`src/rtl/fma_pkg.sv`:
```
// Shared width arithmetic and lane indexing for the dot-product engine.
package fma_pkg;

  // Per-beat sum width: full product width plus log2(LANES) carry bits.
  function automatic int sum_width(input int lanes, input int dw);
    return 2 * dw + $clog2(lanes);
  endfunction

  // Accumulator width: per-beat sum plus headroom for MAX_BEATS beats.
  function automatic int acc_width(input int lanes, input int dw, input int max_beats);
    return sum_width(lanes, dw) + $clog2(max_beats);
  endfunction

  // Low bit index of a lane inside a packed lane bus.
  function automatic int lane_lsb(input int lane, input int width);
    return lane * width;
  endfunction

endpackage

```
`src/rtl/fma_adder_tree.sv`:
```
// Combinational sum of LANES products, extended to SW bits by operand mode.
module fma_adder_tree
  import fma_pkg::*;
#(
  parameter int LANES = 8,
  parameter int DW = 8,
  localparam int PW = 2 * DW,
  localparam int SW = sum_width(LANES, DW)
) (
  input  logic                  is_signed,
  input  logic [LANES*PW-1:0]   products,
  output logic [SW-1:0]         sum
);

  logic [PW-1:0] lane_p;
  logic [SW-1:0] lane_ext;

  // Extend each product to SW bits and reduce; the chain is rebalanced by synthesis.
  always_comb begin
    sum      = '0;
    lane_p   = '0;
    lane_ext = '0;
    for (int i = 0; i < LANES; i++) begin
      lane_p   = products[lane_lsb(i, PW) +: PW];
      lane_ext = {{(SW - PW){is_signed & lane_p[PW-1]}}, lane_p};
      sum      = sum + lane_ext;
    end
  end

endmodule

```
`src/rtl/fma_dot_engine.sv`:
```
// Three-stage pipelined dot-product/accumulate engine with valid/ready on both sides.
//
// Handshake: a beat transfers on a rising edge where in_valid & in_ready; a result
// transfers where out_valid & out_ready. in_ready drops only while a result is
// stalled (out_valid & ~out_ready), and then every stage holds its contents.
module fma_dot_engine
  import fma_pkg::*;
#(
  parameter int LANES = 8,
  parameter int DW = 8,
  parameter int MAX_BEATS = 16,
  localparam int SW = sum_width(LANES, DW),
  localparam int AW = acc_width(LANES, DW, MAX_BEATS)
) (
  input  logic                clk_clk,
  input  logic                reset_reset_n,
  input  logic                clr,
  input  logic                in_valid,
  output logic                in_ready,
  input  logic                in_last,
  input  logic                in_signed,
  input  logic [LANES*DW-1:0] a_bus,
  input  logic [LANES*DW-1:0] b_bus,
  output logic                out_valid,
  input  logic                out_ready,
  output logic [AW-1:0]       out_result,
  output logic                out_ovf,
  output logic                busy
);

  localparam int PW = 2 * DW;
  localparam int CW = $clog2(MAX_BEATS) + 1;

  logic                stall;
  logic                accept;
  logic                in_first;
  logic                mode_q;
  logic                beat_signed;
  logic [LANES*PW-1:0] prod_d;

  logic                s1_valid, s1_last, s1_signed;
  logic [LANES*PW-1:0] s1_prod;
  logic [SW-1:0]       tree_sum;
  logic                s2_valid, s2_last, s2_signed;
  logic [SW-1:0]       s2_sum;

  logic [AW-1:0]       acc;
  logic [CW-1:0]       beat_cnt;
  logic                ovf;
  logic [AW-1:0]       sum_ext;
  logic [AW-1:0]       acc_next;
  logic                ovf_next;

  assign stall    = out_valid & ~out_ready;
  assign in_ready = ~stall;
  assign accept   = in_valid & in_ready;

  // Mode comes from the first beat of a vector; later beats reuse the latched value.
  assign beat_signed = in_first ? in_signed : mode_q;

  // Track vector boundaries on the input side so the mode can be latched.
  always_ff @(posedge clk_clk or negedge reset_reset_n) begin
    if (!reset_reset_n) begin
      in_first <= 1'b1;
      mode_q   <= 1'b0;
    end else if (clr) begin
      in_first <= 1'b1;
      mode_q   <= 1'b0;
    end else if (accept) begin
      in_first <= in_last;
      if (in_first) mode_q <= in_signed;
    end
  end

  // Per-lane multipliers: operands extended to PW bits, the low PW product bits are exact.
  for (genvar i = 0; i < LANES; i++) begin : g_lane
    logic [DW-1:0] a_lane, b_lane;
    logic [PW-1:0] a_ext, b_ext;
    assign a_lane = a_bus[lane_lsb(i, DW) +: DW];
    assign b_lane = b_bus[lane_lsb(i, DW) +: DW];
    assign a_ext  = {{DW{beat_signed & a_lane[DW-1]}}, a_lane};
    assign b_ext  = {{DW{beat_signed & b_lane[DW-1]}}, b_lane};
    assign prod_d[lane_lsb(i, PW) +: PW] = a_ext * b_ext;
  end

  fma_adder_tree #(
    .LANES (LANES),
    .DW    (DW)
  ) u_tree (
    .is_signed (s1_signed),
    .products  (s1_prod),
    .sum       (tree_sum)
  );

  // S1 (products) and S2 (beat sum) registers; clr drops both, stall holds both.
  always_ff @(posedge clk_clk or negedge reset_reset_n) begin
    if (!reset_reset_n) begin
      s1_valid  <= 1'b0;
      s1_last   <= 1'b0;
      s1_signed <= 1'b0;
      s1_prod   <= '0;
      s2_valid  <= 1'b0;
      s2_last   <= 1'b0;
      s2_signed <= 1'b0;
      s2_sum    <= '0;
    end else if (clr) begin
      s1_valid <= 1'b0;
      s2_valid <= 1'b0;
    end else if (!stall) begin
      s1_valid <= accept;
      if (accept) begin
        s1_prod   <= prod_d;
        s1_last   <= in_last;
        s1_signed <= beat_signed;
      end
      s2_valid <= s1_valid;
      if (s1_valid) begin
        s2_sum    <= tree_sum;
        s2_last   <= s1_last;
        s2_signed <= s1_signed;
      end
    end
  end

  assign sum_ext  = {{(AW - SW){s2_signed & s2_sum[SW-1]}}, s2_sum};
  assign acc_next = (beat_cnt == '0) ? sum_ext : acc + sum_ext;
  assign ovf_next = ovf | (beat_cnt >= CW'(MAX_BEATS));

  // S3: accumulate beats, publish on the last one; a consumed result is replaced in place.
  always_ff @(posedge clk_clk or negedge reset_reset_n) begin
    if (!reset_reset_n) begin
      acc        <= '0;
      beat_cnt   <= '0;
      ovf        <= 1'b0;
      out_valid  <= 1'b0;
      out_result <= '0;
      out_ovf    <= 1'b0;
    end else if (clr) begin
      acc        <= '0;
      beat_cnt   <= '0;
      ovf        <= 1'b0;
      out_valid  <= 1'b0;
      out_result <= '0;
      out_ovf    <= 1'b0;
    end else if (!stall) begin
      if (s2_valid && s2_last) begin
        out_result <= acc_next;
        out_ovf    <= ovf_next;
        out_valid  <= 1'b1;
        acc        <= '0;
        beat_cnt   <= '0;
        ovf        <= 1'b0;
      end else begin
        out_valid <= 1'b0;
        if (s2_valid) begin
          acc      <= acc_next;
          ovf      <= ovf_next;
          beat_cnt <= (beat_cnt == CW'(MAX_BEATS)) ? beat_cnt : beat_cnt + 1'b1;
        end
      end
    end
  end

  assign busy = s1_valid | s2_valid | (beat_cnt != '0) | out_valid;

endmodule
```
`config.mk`:
```
export PLATFORM = sky130hd
export DESIGN_NAME = fma_dot_engine
export DESIGN_NICKNAME = d
export VERILOG_FILES = /design/src/rtl/fma_pkg.sv /design/src/rtl/fma_adder_tree.sv /design/src/rtl/fma_dot_engine.sv
export SDC_FILE = /design/constraint.sdc
export NUM_CORES = 2
export LEC_CHECK = 0
export CORE_MARGIN = 8
export CORE_UTILIZATION = 50
export CTS_CLUSTER_DIAMETER = 50
export DETAILED_ROUTE_END_ITERATION = 16
export PLACE_DENSITY = 0.67
export SETUP_SLACK_MARGIN = 0.15
export SLEW_MARGIN = 15
export SYNTH_ARGS = -nofsm -noshare
export SYNTH_HDL_FRONTEND = slang
export SYNTH_SLANG_ARGS = --single-unit
```
`constraint.sdc`:
```
create_clock -name clk_clk -period 10.5 [get_ports clk_clk]
set_input_delay 1.05 -clock clk_clk [delete_from_list [all_inputs] [get_ports clk_clk]]
set_output_delay 1.05 -clock clk_clk [all_outputs]
set_load 0.005 [all_outputs]
```
# After elaboration in Yosys (flattened, before gate mapping)
# Index checks and enable logic that the tools add are counted.
[word_totals]
out_inout_bits = 27
wordCells = 114
reg_bits = 209
input_bits = 135
[op_classes]
bitwise = 34
n_reduce_logical = 11
eq_ne = 3
mul = 8
add_sub_neg = 9
muxes = 32
order_cmp = 1
[ops]
columns = ["op", "n"]
rows = [
  ["$mux W23", 8],
  ["$mul A9 B9 Y16", 8],
  ["$add A19 B19 Y19", 6],
  ["$and A1 B1 Y1", 27],
  ["$mux W5", 5],
  ["$add A23 B23 Y23", 1],
  ["$mux W1", 19],
  ["$add A17 B17 Y18", 1],
  ["$reduce_and A3 Y1", 3],
  ["$add A5 B1 Y5 const B", 1],
  ["$eq A5 B5 Y1 const B", 1],
  ["$ge A5 B5 Y1 const B", 1],
  ["$logic_not A5 Y1", 1],
  ["$reduce_bool A5 Y1", 1],
  ["$or A1 B1 Y1", 4],
  ["$reduce_and A2 Y1", 2],
  ["$reduce_bool A2 Y1", 2],
  ["$ne A3 B3 Y1 const B", 1],
  ["$not A1 Y1", 3],
  ["$reduce_bool A3 Y1", 1],
  ["$ne A2 B2 Y1 const B", 1],
  ["$logic_and A1 B1 Y1", 1],
]

# Longest topological paths before layout
[depth]
word_depth = 8
depth_mapped = 25
depth_no_buf = 24

# By module
# A second synthesis with hierarchy kept.
[hier_totals]
cells_unflattened = 3750
area_unflattened_um2 = 34780.9
[modules_own_cells]
columns = ["module", "instances", "seq_area_each_um2", "cells_per_inst", "area_per_inst_um2"]
rows = [
  ["fma_dot_engine", 1, 5231.3, 3294, 30957.2],
  ["fma_adder_tree", 1, 0.0, 456, 3823.7],
]

# Least setup slack after synthesis
# OpenSTA, ideal clock, no wires.
[synth_timing]
path_kind = "input -> register"
from = "in in_signed"
to = "reg s1_prod[63]"
path_slack_ns = 4.031
setup_time_ns = 0.133
t_required_ns = 10.367
n_path_buf = 3
cell_stages = 25
arrival_ns = 6.336
path_cell_list = "mux2_2 clkbuf_1 clkbuf_1 clkbuf_1 nand3_1 fa_1 inv_1 fa_1 inv_1 fa_1 inv_1 fa_1 inv_1 fa_1 inv_1 ha_1 inv_1 o21bai_1 a21o_1 a21oi_1 nor2_1 a211oi_1 o21ai_0 xnor2_1 o21ai_0"
[synth_via]
elab_chain_cells = 3
elab_cells_between_ends = 4
cone_classes = "mul: 1; mux: 1; bitwise: 2"
[synth_lines]
columns = ["element", "line_no", "text"]
rows = [
  ["start: declaration", "fma_dot_engine.sv:21", "input logic in_signed,"],
  ["$mux W1 *", "-", ""],
  ["$and A1 B1 Y1, on equally long branches", "fma_dot_engine.sv:81, fma_dot_engine.sv:82", ""],
  ["$mul A9 B9 Y16 *", "fma_dot_engine.sv:83", "assign prod_d[lane_lsb(i, PW) +: PW] = a_ext * b_ext;"],
  ["end signal: assignment", "fma_dot_engine.sv:112", "s1_prod <= prod_d;"],
  ["end: declaration", "fma_dot_engine.sv:42", "logic [LANES*PW-1:0] s1_prod;"],
]
# Mark *: on every way between the ends. The rest lies on a longest branch, timed or not.
# A chain may end at the register's enable or synchronous reset.

# Final worst setup path
[layout_timing]
from = "in in_signed"
to = "reg s1_prod[127]"
# Same word-level chain as after synthesis.

==> metrics <==
sequential area share after synthesis 15.4%; drt initial violations 1167; Post-synth EDFFs 0; Max-cap violations 0; antenna violations before repair 1; met3 wire length approximately 2200 µm; #FFs+latches synth 209; pin slew with the least headroom to its limit around 1.1 ns; Initial Utilization 50.4%; FF/Latch Area roughly 5200 µm²; die width 276 µm; leading area contributor after synthesis fa_1; Worst Path Class, Setup in -> reg; port bufs 161; post-CTS setup buffers 0; top-count cell post-synth inv_1; H-Tree Depth 1; r2r setup slk between 4 and 5 ns; Max Slew Vio Count 0; crit path capture type register; vias in the first global route 25541; layout cell share with drive strength beyond 1 under 10%; global-route wire length before repair 126000 µm; Core Rows 95; count of different cell masters after synthesis 56; Via density around 5.1; slowest stage cell, crit path buf_4; Synthesized Nets 4638; I/O Pins 162; Die Ht 276 µm; largest net degree at the start of global routing between 100 and 150; Hold Violations, Final 0; Post-Route WL slightly above 70000 µm; global route overflow 0; RSZ-0062 raised after global routing no; Clock Sinks 209; die area 76300 µm²; top layer reached by signal wires met4; nets 4722; Final HPWL DP 60400 µm; Ys Warns 0; crit path cell chain clkdlybuf4s50_1 > mux2_2 > buf_4 > nand2_1 > or2_2 > fa_1 > fa_1 > fa_1 > inv_1 > fa_1 > inv_1 > fa_1 > inv_1 > ha_1 > inv_1 > o21bai_1 > a21o_1 > a21oi_1 > nor2_1 > a211oi_1 > o21ai_0 > xnor2_1 > o21ai_0; root buffer cell clkbuf_16; metal2 WL approximately 36000 µm; Detail Route Antenna Nets 0; CP arrival 7.20 ns; post-cts hold buffer count 0; skew final around 0.018 ns; Post-Synthesis Cell Area 33900 µm²; HP Class reg -> reg; Gate Count Post-Synth ~3600; # DRC 0; critical path data required time 10.88 ns; GRT Resource Usage Total 19.6%; share of the synthesized area in the top cell type 35.0%; outcome finished clean; commonest cells in the netlist 736 x inv_1, 592 x fa_1, 443 x nand2_1; most frequent CP cell fa_1; core area 67200 µm²; Final GP Congestion a little under 0.9; crit path buf inv count 6; CP max FO 46; Async SR Flop Fraction 100%; first-pass iteration count of the detailed router 5; min cycle time layout 6.82 ns; CP Launch Type primary input; Peak Freq about 150 MHz; routed vias about 23000; area delta synth->final 9.84%; CTS clock-pin slew for the worst setup and hold paths around 0.060 ns; cts bufs inserted 29; Setup-failing EPs final 0; met1 WL 32700 µm; Mapped Avg Cell Area 9.44 µm²; Slew headroom 27.6%; maximum number of buffers from clock root to sink 3; wire length per cell between 15 and 20 µm; clock latency on the worst-skew pair 0.55 ns; CTS tree yes; fill cell count 6013; top_reg_cell synth dfrtp_1; Largest stage delay, worst path 0.50 ns; top cell family by delay on the critical path adder cells; ranking of synthesized cells by area fa_1 35%, dfrtp_1 15%, ha_1 12%; post-cts gate resize count 0; setup_tns 0 ns; final period utilization 64.9%; multi-input logic area 25500 µm²
-- kinds of logic (layout without fill, tap and decap cells) --
group,Yosys count,in the layout,share of synthesized area (%)
compound gates,411,411,7.50
xor+xnor,202,202,5.22
fa+ha+maj,917,917,47.0
buf+inv,853,959,9.46
flops,209,209,15.4
mux,63,63,2.07
other cells,0,1,0
simple gates,931,931,13.3
-- placed cells by master (no fill, tap or decap), types with 11 or more instances in the layout --
master and instances:
a22o_1 16, or2_2 41, fa_1 592, o21ai_0 139, o21bai_1 28, nand3_1 34, xor2_1 74, inv_1 736
and3_1 35, a21o_1 32, nor2_1 68, a211o_1 11, mux2_2 57, clkbuf_16 29, xnor2_1 128, a211oi_1 13
clkdlybuf4s50_1 160, nor3_1 11, nand2_1 442, and2_1 272, o21ai_1 22, a21oi_1 103, dfrtp_1 208, ha_1 325
-- state kept, by name, indices dropped and copies added, names as in the netlist, 5 cells and up --
| name | cells |
|---|---|
| s2_sum | 19 |
| beat_cnt | 5 |
| out_result | 23 |
| acc | 23 |
| s1_prod | 128 |
-- layout make-up --
class / count / share of cell area, %
diodes: 1 / 0.00673
clock buffers: 38 / 2.18
clock inverters: 15 / 0.431
inverters: 736 / 7.43
multi-input cells: 2524 / 68.4
flip-flops and latches: 209 / 14.1
well taps: 873 / 2.94
repair buffers: 170 / 4.53
-- path summary, 6_finish.rpt --
path                                           start                         to  depth (start not counted)
max                                        in_signed   s1_prod[127]$_DFFE_PN0P_                         23
min                        out_result[1]$_DFFE_PN0P_  out_result[1]$_DFFE_PN0P_                          2
max reg2reg                     in_first$_DFFE_PN1P_   s1_prod[127]$_DFFE_PN0P_                         22
min reg2reg                out_result[1]$_DFFE_PN0P_  out_result[1]$_DFFE_PN0P_                          2
max in group asynchronous              reset_reset_n    s1_prod[33]$_DFFE_PN0P_                          2
min in group asynchronous              reset_reset_n  out_result[9]$_DFFE_PN0P_                          1
-- metal layers --
layer / GRT usage, % / up-vias
met4: 4.04 / 0
met1: 26.3 / 11658
met5: 0 / -
li1: - / 11159
met2: 34.5 / 347
met3: 1.81 / 100
-- metrics by stage --
step | utilization [%] | hold slack (ns) | std cells | instance area, µm² | worst slack [ns]
finish | 55.4 | 0.475 | 4566 | 37200 | 3.68
global route | 55.4 | 0.514 | 4566 | 37200 | 3.32
CTS | 55.4 | 0.483 | 4565 | 37200 | 3.71
detailed placement | 53.9 | 0.470 | 4512 | 36200 | 3.15
global placement | 53.9 | 0.461 | 4512 | 36200 | 3.30
floorplan | - | 0.454 | 3586 | 33900 | 4.03
-- worst reg2reg max path: stages (launching register included) --
cell and delay (ns):
dfstp_2 0.54, mux2_2 0.21, buf_4 0.50, nand2_1 0.40
or2_2 0.37, fa_1 0.50, fa_1 0.43, fa_1 0.50
inv_1 0.05, fa_1 0.48, inv_1 0.05, fa_1 0.49
inv_1 0.04, ha_1 0.26, inv_1 0.10, o21bai_1 0.11
a21o_1 0.19, a21oi_1 0.22, nor2_1 0.08, a211oi_1 0.31
o21ai_0 0.17, xnor2_1 0.17, o21ai_0 0.09
Power is left out: the tool's default activity adds up to more than one toggle a clock period on the data nets, which glitch-free logic cannot reach.
